### src/rtl/pipeline_pkg.sv
// Shared pipeline definitions: register address width, forwarding select codes,
// hazard controller state encoding and the NOP word used by the IF and ID stages.
package pipeline_pkg;

  localparam int REG_AW = 5;

  localparam logic [1:0] FWD_NONE  = 2'b00;
  localparam logic [1:0] FWD_MEMWB = 2'b01;
  localparam logic [1:0] FWD_EXMEM = 2'b10;

  typedef enum logic [1:0] {
    S_RUN,
    S_STALL,
    S_FLUSH
  } hz_state_e;

  localparam logic [31:0] NOP_INSTR = 32'h0000_0000;

endpackage

### src/rtl/hazard_ctrl_if.sv
// Bundle of pipeline-register fields observed by the hazard controller and the
// stall/flush/forward controls it drives back into the IF, ID and EX stages.
interface hazard_ctrl_if #(
  parameter int REG_AW = 5,
  parameter int CNT_W  = 16
);

  logic [REG_AW-1:0] IF_ID_Rs1;
  logic [REG_AW-1:0] IF_ID_Rs2;
  logic              IF_ID_UsesRs2;
  logic [REG_AW-1:0] ID_EX_Rs1;
  logic [REG_AW-1:0] ID_EX_Rs2;
  logic [REG_AW-1:0] ID_EX_Rd;
  logic              ID_EX_MemRead;
  logic [REG_AW-1:0] EX_MEM_WriteReg;
  logic              EX_MEM_RegWrite;
  logic [REG_AW-1:0] MEM_WB_WriteReg;
  logic              MEM_WB_RegWrite;
  logic              EX_MEM_Branch;

  logic              PCWrite;
  logic              IF_ID_Write;
  logic              ID_EX_Bubble;
  logic              IF_ID_Flush;
  logic              ID_EX_Flush;
  logic [1:0]        ForwardA;
  logic [1:0]        ForwardB;
  logic [CNT_W-1:0]  StallCount;
  logic [CNT_W-1:0]  FlushCount;

  // Pipeline side: publishes stage-register fields, consumes controls.
  modport master (
    output IF_ID_Rs1, IF_ID_Rs2, IF_ID_UsesRs2,
    output ID_EX_Rs1, ID_EX_Rs2, ID_EX_Rd, ID_EX_MemRead,
    output EX_MEM_WriteReg, EX_MEM_RegWrite, MEM_WB_WriteReg, MEM_WB_RegWrite,
    output EX_MEM_Branch,
    input  PCWrite, IF_ID_Write, ID_EX_Bubble, IF_ID_Flush, ID_EX_Flush,
    input  ForwardA, ForwardB, StallCount, FlushCount
  );

  modport slave (
    input  IF_ID_Rs1, IF_ID_Rs2, IF_ID_UsesRs2,
    input  ID_EX_Rs1, ID_EX_Rs2, ID_EX_Rd, ID_EX_MemRead,
    input  EX_MEM_WriteReg, EX_MEM_RegWrite, MEM_WB_WriteReg, MEM_WB_RegWrite,
    input  EX_MEM_Branch,
    output PCWrite, IF_ID_Write, ID_EX_Bubble, IF_ID_Flush, ID_EX_Flush,
    output ForwardA, ForwardB, StallCount, FlushCount
  );

endinterface

### src/rtl/fwd_sel.sv
// Operand forwarding select for one EX source register; EX/MEM wins over MEM/WB
// and register 0 never forwards.
module fwd_sel #(
  parameter int REG_AW = 5
) (
  input  logic [REG_AW-1:0] i_src,
  input  logic [REG_AW-1:0] i_exmem_reg,
  input  logic              i_exmem_wr,
  input  logic [REG_AW-1:0] i_memwb_reg,
  input  logic              i_memwb_wr,
  output logic [1:0]        o_sel
);
  import pipeline_pkg::*;

  always_comb begin
    o_sel = FWD_NONE;
    if (i_src != '0) begin
      if (i_exmem_wr && (i_exmem_reg == i_src)) begin
        o_sel = FWD_EXMEM;
      end else if (i_memwb_wr && (i_memwb_reg == i_src)) begin
        o_sel = FWD_MEMWB;
      end
    end
  end

endmodule

### src/rtl/hazard_ctrl.sv
// Pipeline hazard controller: load-use stall insertion, taken-branch flush,
// EX operand forwarding selects and saturating stall/flush event counters.
module hazard_ctrl #(
  parameter int REG_AW            = 5,
  parameter int LOAD_STALL_CYCLES = 1,
  parameter int CNT_W             = 16
) (
  input  logic       clk,
  input  logic       rst,
  hazard_ctrl_if.slave bus
);
  import pipeline_pkg::*;

  localparam logic [2:0] STALL_RELOAD = 3'(LOAD_STALL_CYCLES - 1);

  hz_state_e        r_state;
  logic [2:0]       r_stall_left;
  logic [CNT_W-1:0] r_stall_count;
  logic [CNT_W-1:0] r_flush_count;

  logic       w_lu;
  logic       w_pcwrite;
  logic       w_ifid_write;
  logic       w_bubble;
  logic       w_ifid_flush;
  logic       w_idex_flush;
  logic [1:0] w_fwd_a;
  logic [1:0] w_fwd_b;

  function automatic logic [CNT_W-1:0] sat_inc(input logic [CNT_W-1:0] v);
    return (v == '1) ? v : v + CNT_W'(1);
  endfunction

  assign w_lu = bus.ID_EX_MemRead && (bus.ID_EX_Rd != '0) &&
                ((bus.ID_EX_Rd == bus.IF_ID_Rs1) ||
                 (bus.IF_ID_UsesRs2 && (bus.ID_EX_Rd == bus.IF_ID_Rs2)));

  fwd_sel #(.REG_AW(REG_AW)) u_fwd_a (
    .i_src       (bus.ID_EX_Rs1),
    .i_exmem_reg (bus.EX_MEM_WriteReg),
    .i_exmem_wr  (bus.EX_MEM_RegWrite),
    .i_memwb_reg (bus.MEM_WB_WriteReg),
    .i_memwb_wr  (bus.MEM_WB_RegWrite),
    .o_sel       (w_fwd_a)
  );

  fwd_sel #(.REG_AW(REG_AW)) u_fwd_b (
    .i_src       (bus.ID_EX_Rs2),
    .i_exmem_reg (bus.EX_MEM_WriteReg),
    .i_exmem_wr  (bus.EX_MEM_RegWrite),
    .i_memwb_reg (bus.MEM_WB_WriteReg),
    .i_memwb_wr  (bus.MEM_WB_RegWrite),
    .o_sel       (w_fwd_b)
  );

  // Mealy controls; a branch beats a pending or new stall, S_FLUSH ignores LU.
  always_comb begin
    w_pcwrite    = 1'b1;
    w_ifid_write = 1'b1;
    w_bubble     = 1'b0;
    w_ifid_flush = 1'b0;
    w_idex_flush = 1'b0;
    if (!rst) begin
      case (r_state)
        S_RUN, S_STALL: begin
          if (bus.EX_MEM_Branch) begin
            w_ifid_flush = 1'b1;
            w_idex_flush = 1'b1;
          end else if ((r_state == S_STALL) || w_lu) begin
            w_pcwrite    = 1'b0;
            w_ifid_write = 1'b0;
            w_bubble     = 1'b1;
          end
        end
        default: ;
      endcase
    end
  end

  always_ff @(posedge clk) begin
    if (rst) begin
      r_state       <= S_RUN;
      r_stall_left  <= '0;
      r_stall_count <= '0;
      r_flush_count <= '0;
    end else begin
      if (!w_pcwrite)   r_stall_count <= sat_inc(r_stall_count);
      if (w_ifid_flush) r_flush_count <= sat_inc(r_flush_count);
      case (r_state)
        S_RUN: begin
          if (bus.EX_MEM_Branch) begin
            r_state <= S_FLUSH;
          end else if (w_lu && (LOAD_STALL_CYCLES > 1)) begin
            r_stall_left <= STALL_RELOAD;
            r_state      <= S_STALL;
          end
        end
        S_STALL: begin
          if (bus.EX_MEM_Branch) begin
            r_stall_left <= '0;
            r_state      <= S_FLUSH;
          end else begin
            r_stall_left <= r_stall_left - 3'd1;
            if (r_stall_left == 3'd1) r_state <= S_RUN;
          end
        end
        S_FLUSH: r_state <= S_RUN;
        default: r_state <= S_RUN;
      endcase
    end
  end

  assign bus.PCWrite      = w_pcwrite;
  assign bus.IF_ID_Write  = w_ifid_write;
  assign bus.ID_EX_Bubble = w_bubble;
  assign bus.IF_ID_Flush  = w_ifid_flush;
  assign bus.ID_EX_Flush  = w_idex_flush;
  assign bus.ForwardA     = rst ? FWD_NONE : w_fwd_a;
  assign bus.ForwardB     = rst ? FWD_NONE : w_fwd_b;
  assign bus.StallCount   = r_stall_count;
  assign bus.FlushCount   = r_flush_count;

endmodule

### src/flat_wrapper.sv
// flat-port wrapper written by rule: the top's interface ports become plain ports
module hazard_ctrl_flat import pipeline_pkg::*;
#(
  parameter int REG_AW            = 5,
  parameter int LOAD_STALL_CYCLES = 1,
  parameter int CNT_W             = 16
)
  (clk, rst, bus_IF_ID_Rs1, bus_IF_ID_Rs2, bus_IF_ID_UsesRs2, bus_ID_EX_Rs1, bus_ID_EX_Rs2, bus_ID_EX_Rd, bus_ID_EX_MemRead, bus_EX_MEM_WriteReg, bus_EX_MEM_RegWrite, bus_MEM_WB_WriteReg, bus_MEM_WB_RegWrite, bus_EX_MEM_Branch, bus_PCWrite, bus_IF_ID_Write, bus_ID_EX_Bubble, bus_IF_ID_Flush, bus_ID_EX_Flush, bus_ForwardA, bus_ForwardB, bus_StallCount, bus_FlushCount);
  hazard_ctrl_if #(.REG_AW(REG_AW), .CNT_W(CNT_W)) bus_i ();
  input  logic clk;
  input  logic rst;
  input wire logic [$bits(bus_i.IF_ID_Rs1)-1:0] bus_IF_ID_Rs1;
  input wire logic [$bits(bus_i.IF_ID_Rs2)-1:0] bus_IF_ID_Rs2;
  input wire logic [$bits(bus_i.IF_ID_UsesRs2)-1:0] bus_IF_ID_UsesRs2;
  input wire logic [$bits(bus_i.ID_EX_Rs1)-1:0] bus_ID_EX_Rs1;
  input wire logic [$bits(bus_i.ID_EX_Rs2)-1:0] bus_ID_EX_Rs2;
  input wire logic [$bits(bus_i.ID_EX_Rd)-1:0] bus_ID_EX_Rd;
  input wire logic [$bits(bus_i.ID_EX_MemRead)-1:0] bus_ID_EX_MemRead;
  input wire logic [$bits(bus_i.EX_MEM_WriteReg)-1:0] bus_EX_MEM_WriteReg;
  input wire logic [$bits(bus_i.EX_MEM_RegWrite)-1:0] bus_EX_MEM_RegWrite;
  input wire logic [$bits(bus_i.MEM_WB_WriteReg)-1:0] bus_MEM_WB_WriteReg;
  input wire logic [$bits(bus_i.MEM_WB_RegWrite)-1:0] bus_MEM_WB_RegWrite;
  input wire logic [$bits(bus_i.EX_MEM_Branch)-1:0] bus_EX_MEM_Branch;
  output wire logic [$bits(bus_i.PCWrite)-1:0] bus_PCWrite;
  output wire logic [$bits(bus_i.IF_ID_Write)-1:0] bus_IF_ID_Write;
  output wire logic [$bits(bus_i.ID_EX_Bubble)-1:0] bus_ID_EX_Bubble;
  output wire logic [$bits(bus_i.IF_ID_Flush)-1:0] bus_IF_ID_Flush;
  output wire logic [$bits(bus_i.ID_EX_Flush)-1:0] bus_ID_EX_Flush;
  output wire logic [$bits(bus_i.ForwardA)-1:0] bus_ForwardA;
  output wire logic [$bits(bus_i.ForwardB)-1:0] bus_ForwardB;
  output wire logic [$bits(bus_i.StallCount)-1:0] bus_StallCount;
  output wire logic [$bits(bus_i.FlushCount)-1:0] bus_FlushCount;
  assign bus_i.IF_ID_Rs1 = bus_IF_ID_Rs1;
  assign bus_i.IF_ID_Rs2 = bus_IF_ID_Rs2;
  assign bus_i.IF_ID_UsesRs2 = bus_IF_ID_UsesRs2;
  assign bus_i.ID_EX_Rs1 = bus_ID_EX_Rs1;
  assign bus_i.ID_EX_Rs2 = bus_ID_EX_Rs2;
  assign bus_i.ID_EX_Rd = bus_ID_EX_Rd;
  assign bus_i.ID_EX_MemRead = bus_ID_EX_MemRead;
  assign bus_i.EX_MEM_WriteReg = bus_EX_MEM_WriteReg;
  assign bus_i.EX_MEM_RegWrite = bus_EX_MEM_RegWrite;
  assign bus_i.MEM_WB_WriteReg = bus_MEM_WB_WriteReg;
  assign bus_i.MEM_WB_RegWrite = bus_MEM_WB_RegWrite;
  assign bus_i.EX_MEM_Branch = bus_EX_MEM_Branch;
  assign bus_PCWrite = bus_i.PCWrite;
  assign bus_IF_ID_Write = bus_i.IF_ID_Write;
  assign bus_ID_EX_Bubble = bus_i.ID_EX_Bubble;
  assign bus_IF_ID_Flush = bus_i.IF_ID_Flush;
  assign bus_ID_EX_Flush = bus_i.ID_EX_Flush;
  assign bus_ForwardA = bus_i.ForwardA;
  assign bus_ForwardB = bus_i.ForwardB;
  assign bus_StallCount = bus_i.StallCount;
  assign bus_FlushCount = bus_i.FlushCount;
  hazard_ctrl #(.REG_AW(REG_AW), .LOAD_STALL_CYCLES(LOAD_STALL_CYCLES), .CNT_W(CNT_W)) u_core (.clk(clk), .rst(rst), .bus(bus_i));
endmodule
### config.mk
export PLATFORM = sky130hd
export DESIGN_NAME = hazard_ctrl_flat
export DESIGN_NICKNAME = d
export VERILOG_FILES = /design/src/rtl/pipeline_pkg.sv /design/src/rtl/hazard_ctrl_if.sv /design/src/rtl/fwd_sel.sv /design/src/rtl/hazard_ctrl.sv /design/src/flat_wrapper.sv
export SDC_FILE = /design/constraint.sdc
export NUM_CORES = 1
export LEC_CHECK = 0
export BUFFER_PORTS_ARGS = -buffer_cell sky130_fd_sc_hd__buf_2
export CORE_MARGIN = 1
export CORE_UTILIZATION = 30
export CTS_CLUSTER_SIZE = 28
export DETAILED_ROUTE_END_ITERATION = 10
export SYNTH_ARGS = -nofsm -noshare
export SYNTH_HDL_FRONTEND = slang
export SYNTH_SLANG_ARGS = --single-unit
### constraint.sdc
create_clock -name clk -period 2.9 [get_ports clk]
set_clock_uncertainty 0.2 [all_clocks]
set_input_delay 0.145 -clock clk [delete_from_list [all_inputs] [get_ports clk]]
set_output_delay 0.145 -clock clk [all_outputs]
set_load 0.05 [all_outputs]
==> flow_summary.yaml <==
power:
  net-switching-power_uw: 247
  vdd_drop_max_mv: 0.120
  clockPowerShare: 0.369
  powerDensity_nw_per_um2: 350
  p_leak_nw: 1.05
  internal-power_uw: 706
  seqPwrFrac: 0.482
  swShare: 0.260
  combPwrFrac: 0.149
worst_hold_path:
  holdPathEnd: "u_core.bus.StallCount[1]$_SDFFE_PP0P_"
  min_from: "bus_IF_ID_UsesRs2"
  hold_class: "input port to flip-flop"
  worstHoldPathCells: 5
final_layout:
  final_area_um2: 2720
  final_cells: 437
  final_cell_mix: "buf_2 (82), dfxtp_1 (33), nor2_1 (27), xnor2_1 (23), nand2_1 (20)"
  fin_util: 0.397
  layout_commonest_cell: "buf_2"
  area_growth_pct: 26.9
  fillers: 723
  drive_gt1_frac: 0.284
  antenna_cells: 0
  fin_nets: 385
route:
  drt-wirelength-per-cell_um: 13.0
  routed_via_density: 5.14
  first_iter_violations: 114
  drcViolationCount: 0
  wl_um: 5700
  vias: 2245
  drtPass1Iterations: 4
  antenna_left: 0
synth:
  synth_edf_count: 0
  yosysTopAreaCellShare: 0.308
  yosys.area.top_type: "dfxtp_1"
  synthTopCellsByArea: "dfxtp_1 (31%), xnor2_1 (9.4%), xor2_1 (7.3%)"
  ys_types: 43
  async_flop_share: 0
  yosys_register_bits: 33
  synth_cells: 261
  synthFlopType: "dfxtp_1"
  syn_area_um2: 2150
  yosysSeqAreaShare: 0.308
  syn_nets: 305
  yosys_warnings: 0
  avgSynthCellArea_um2: 8.22
setup_path:
  critPathCaptureType: "flip-flop"
  reg2reg_slack_ns: 0.55
  crit_required_ns: 2.88
  worstPathArrival_ns: 2.52
  path_max_fanout: 21
  r2r-start: "u_core.bus.StallCount[8]$_SDFFE_PP0P_"
  path_class: "input port to flip-flop"
  r2r_cells: 5
  setup.worst_path.start_class: "input port"
  r2r_end: "u_core.bus.StallCount[9]$_SDFFE_PP0P_"
floorplanning:
  die-width_um: 86.6
  dieArea_um2: 7500
  die_h_um: 86.6
  rows: 30
  start_util: 0.312
  ios: 83
  core_um2: 6870
place:
  place_area_um2: 2620
  dp.cells: 428
  io_buffer_count: 82
  hpwl_um: 4410
  place_congestion: 0.853
cts:
  clock_latency_ns: 0.29
  cts_buffers: 5
  root_buffer: "clkbuf_8"
  numClockSinks: 33
  post_cts_buffers: 0
  cts_tree: "yes"
  cts_htree_levels: 2
  cts_buffer_depth: 2
  clk_pin_slew_ns: 0.06
grt:
  grt_pass1_vias: 1993
  antenna_found_initial: 0
  grt-ovfl-total: 0
  grt_max_degree: 31
  grtUsageTotal: 0.153
  grt_pass1_wl_um: 9030
sta:
  max_slew_margin: 0.448
  max_freq_mhz: 393
  fin_crit_ns: 2.55
  finalSetupViolations: 0
  slew_viol_final: 0
  worst_pin_slew_ns: 0.828
  hold_violations: 0
  holdWs_ns: 0.157
  fin_crit_sh: 0.878
  finalSetupTns_ns: 0
  rsz0062_at_grt: "false"
status:
  status: "completed"
flow_run:
  drv_cap: 0
## flip-flops by register name, summed over array words and instances, names as in the netlist
register,count
u_core.bus.FlushCount,16
u_core.bus.StallCount,16
u_core.r_state,1
## metal layers
metal  global-route usage  part of all wire
met1                0.182              0.45
met5                    0                 0
met3               0.0352             0.057
met2                0.264              0.48
met4               0.0636             0.020
## area by class of cell
class	count	area (µm²)	share of cell area
repair buffers	85	438	0.161
clock buffers	7	86.3	0.0317
multi-input cells	209	1390	0.511
well taps	96	120	0.0441
inverters	7	26.3	0.00965
flip-flops and latches	33	661	0.243
## critical path: stages
cell and delay (ns):
dlygate4sd3_1 0.53, buf_2 0.17, or4b_4 0.53, a21oi_4 0.20, o21ai_2 0.25, nor4_1 0.33
mux2_2 0.36
## cells by family after synthesis
| logic type | Yosys count | synth area share |
|---|---|---|
| xor gates and xnor gates | 41 | 0.167 |
| buffers and inverters | 19 | 0.0443 |
| muxes | 3 | 0.0146 |
| and+or+nand+nor | 114 | 0.287 |
| AOI/OAI and AO/OA | 49 | 0.167 |
| adders and majority gates | 2 | 0.0117 |
| DFF | 33 | 0.308 |
## metrics by stage
step                setup WS (ns)  power (mW)
floorplan                   0.145       0.556
global placement            0.637       0.609
detailed placement          0.586       0.611
CTS                         0.370       0.975
global route                0.222       0.997
finish                      0.355       0.953
## power groups by stage
stage	combinational [mW]	clock [mW]	sequential [mW]
2_1_floorplan	0.0813	0	0.475
3_3_place_gp	0.140	0	0.469
3_5_place_dp	0.142	0	0.469
4_1_cts	0.144	0.372	0.459
5_1_grt	0.155	0.383	0.459
6_report	0.142	0.352	0.459
## timing repair
item | in CTS | in global routing
gates resized for setup | 0 | 0
hold buffers | 2 | 0
endpoints found under the hold margin | 3 | 0
## worst max-delay path by stage
| stage | from | end | slack (ns) |
|---|---|---|---|
| floorplan | u_core.r_state[1]$_SDFFE_PP0P_ | u_core.bus.FlushCount[14]$_SDFFE_PP0P_ | 0.15 |
| global placement | u_core.r_state[1]$_SDFFE_PP0P_ | u_core.bus.StallCount[9]$_SDFFE_PP0P_ | 0.64 |
| detailed placement | u_core.r_state[1]$_SDFFE_PP0P_ | u_core.bus.StallCount[9]$_SDFFE_PP0P_ | 0.59 |
| CTS | rst | u_core.bus.StallCount[9]$_SDFFE_PP0P_ | 0.37 |
| global route | rst | u_core.bus.StallCount[9]$_SDFFE_PP0P_ | 0.22 |
| finish | rst | u_core.bus.StallCount[9]$_SDFFE_PP0P_ | 0.35 |
## synth_stat cells, types with 3 or more instances
| cell type | instances |
|---|---|
| dfxtp_1 | 33 |
| nor2_1 | 28 |
| xnor2_1 | 23 |
| nand2_1 | 20 |
| xor2_1 | 18 |
| nand3_1 | 13 |
| a21oi_1 | 11 |
| o31ai_1 | 11 |
| or4_1 | 11 |
| nand4_1 | 10 |
| clkbuf_1 | 7 |
| inv_1 | 7 |
| nor4_1 | 6 |
| nor3b_1 | 5 |
| and3_1 | 4 |
| o2111ai_1 | 4 |
| o41ai_1 | 4 |
| and4_1 | 3 |
| nor3_1 | 3 |
| o211ai_1 | 3 |
| o311ai_0 | 3 |
| or2_2 | 3 |
| or3_1 | 3 |
Power figures use the tool's default switching activity.
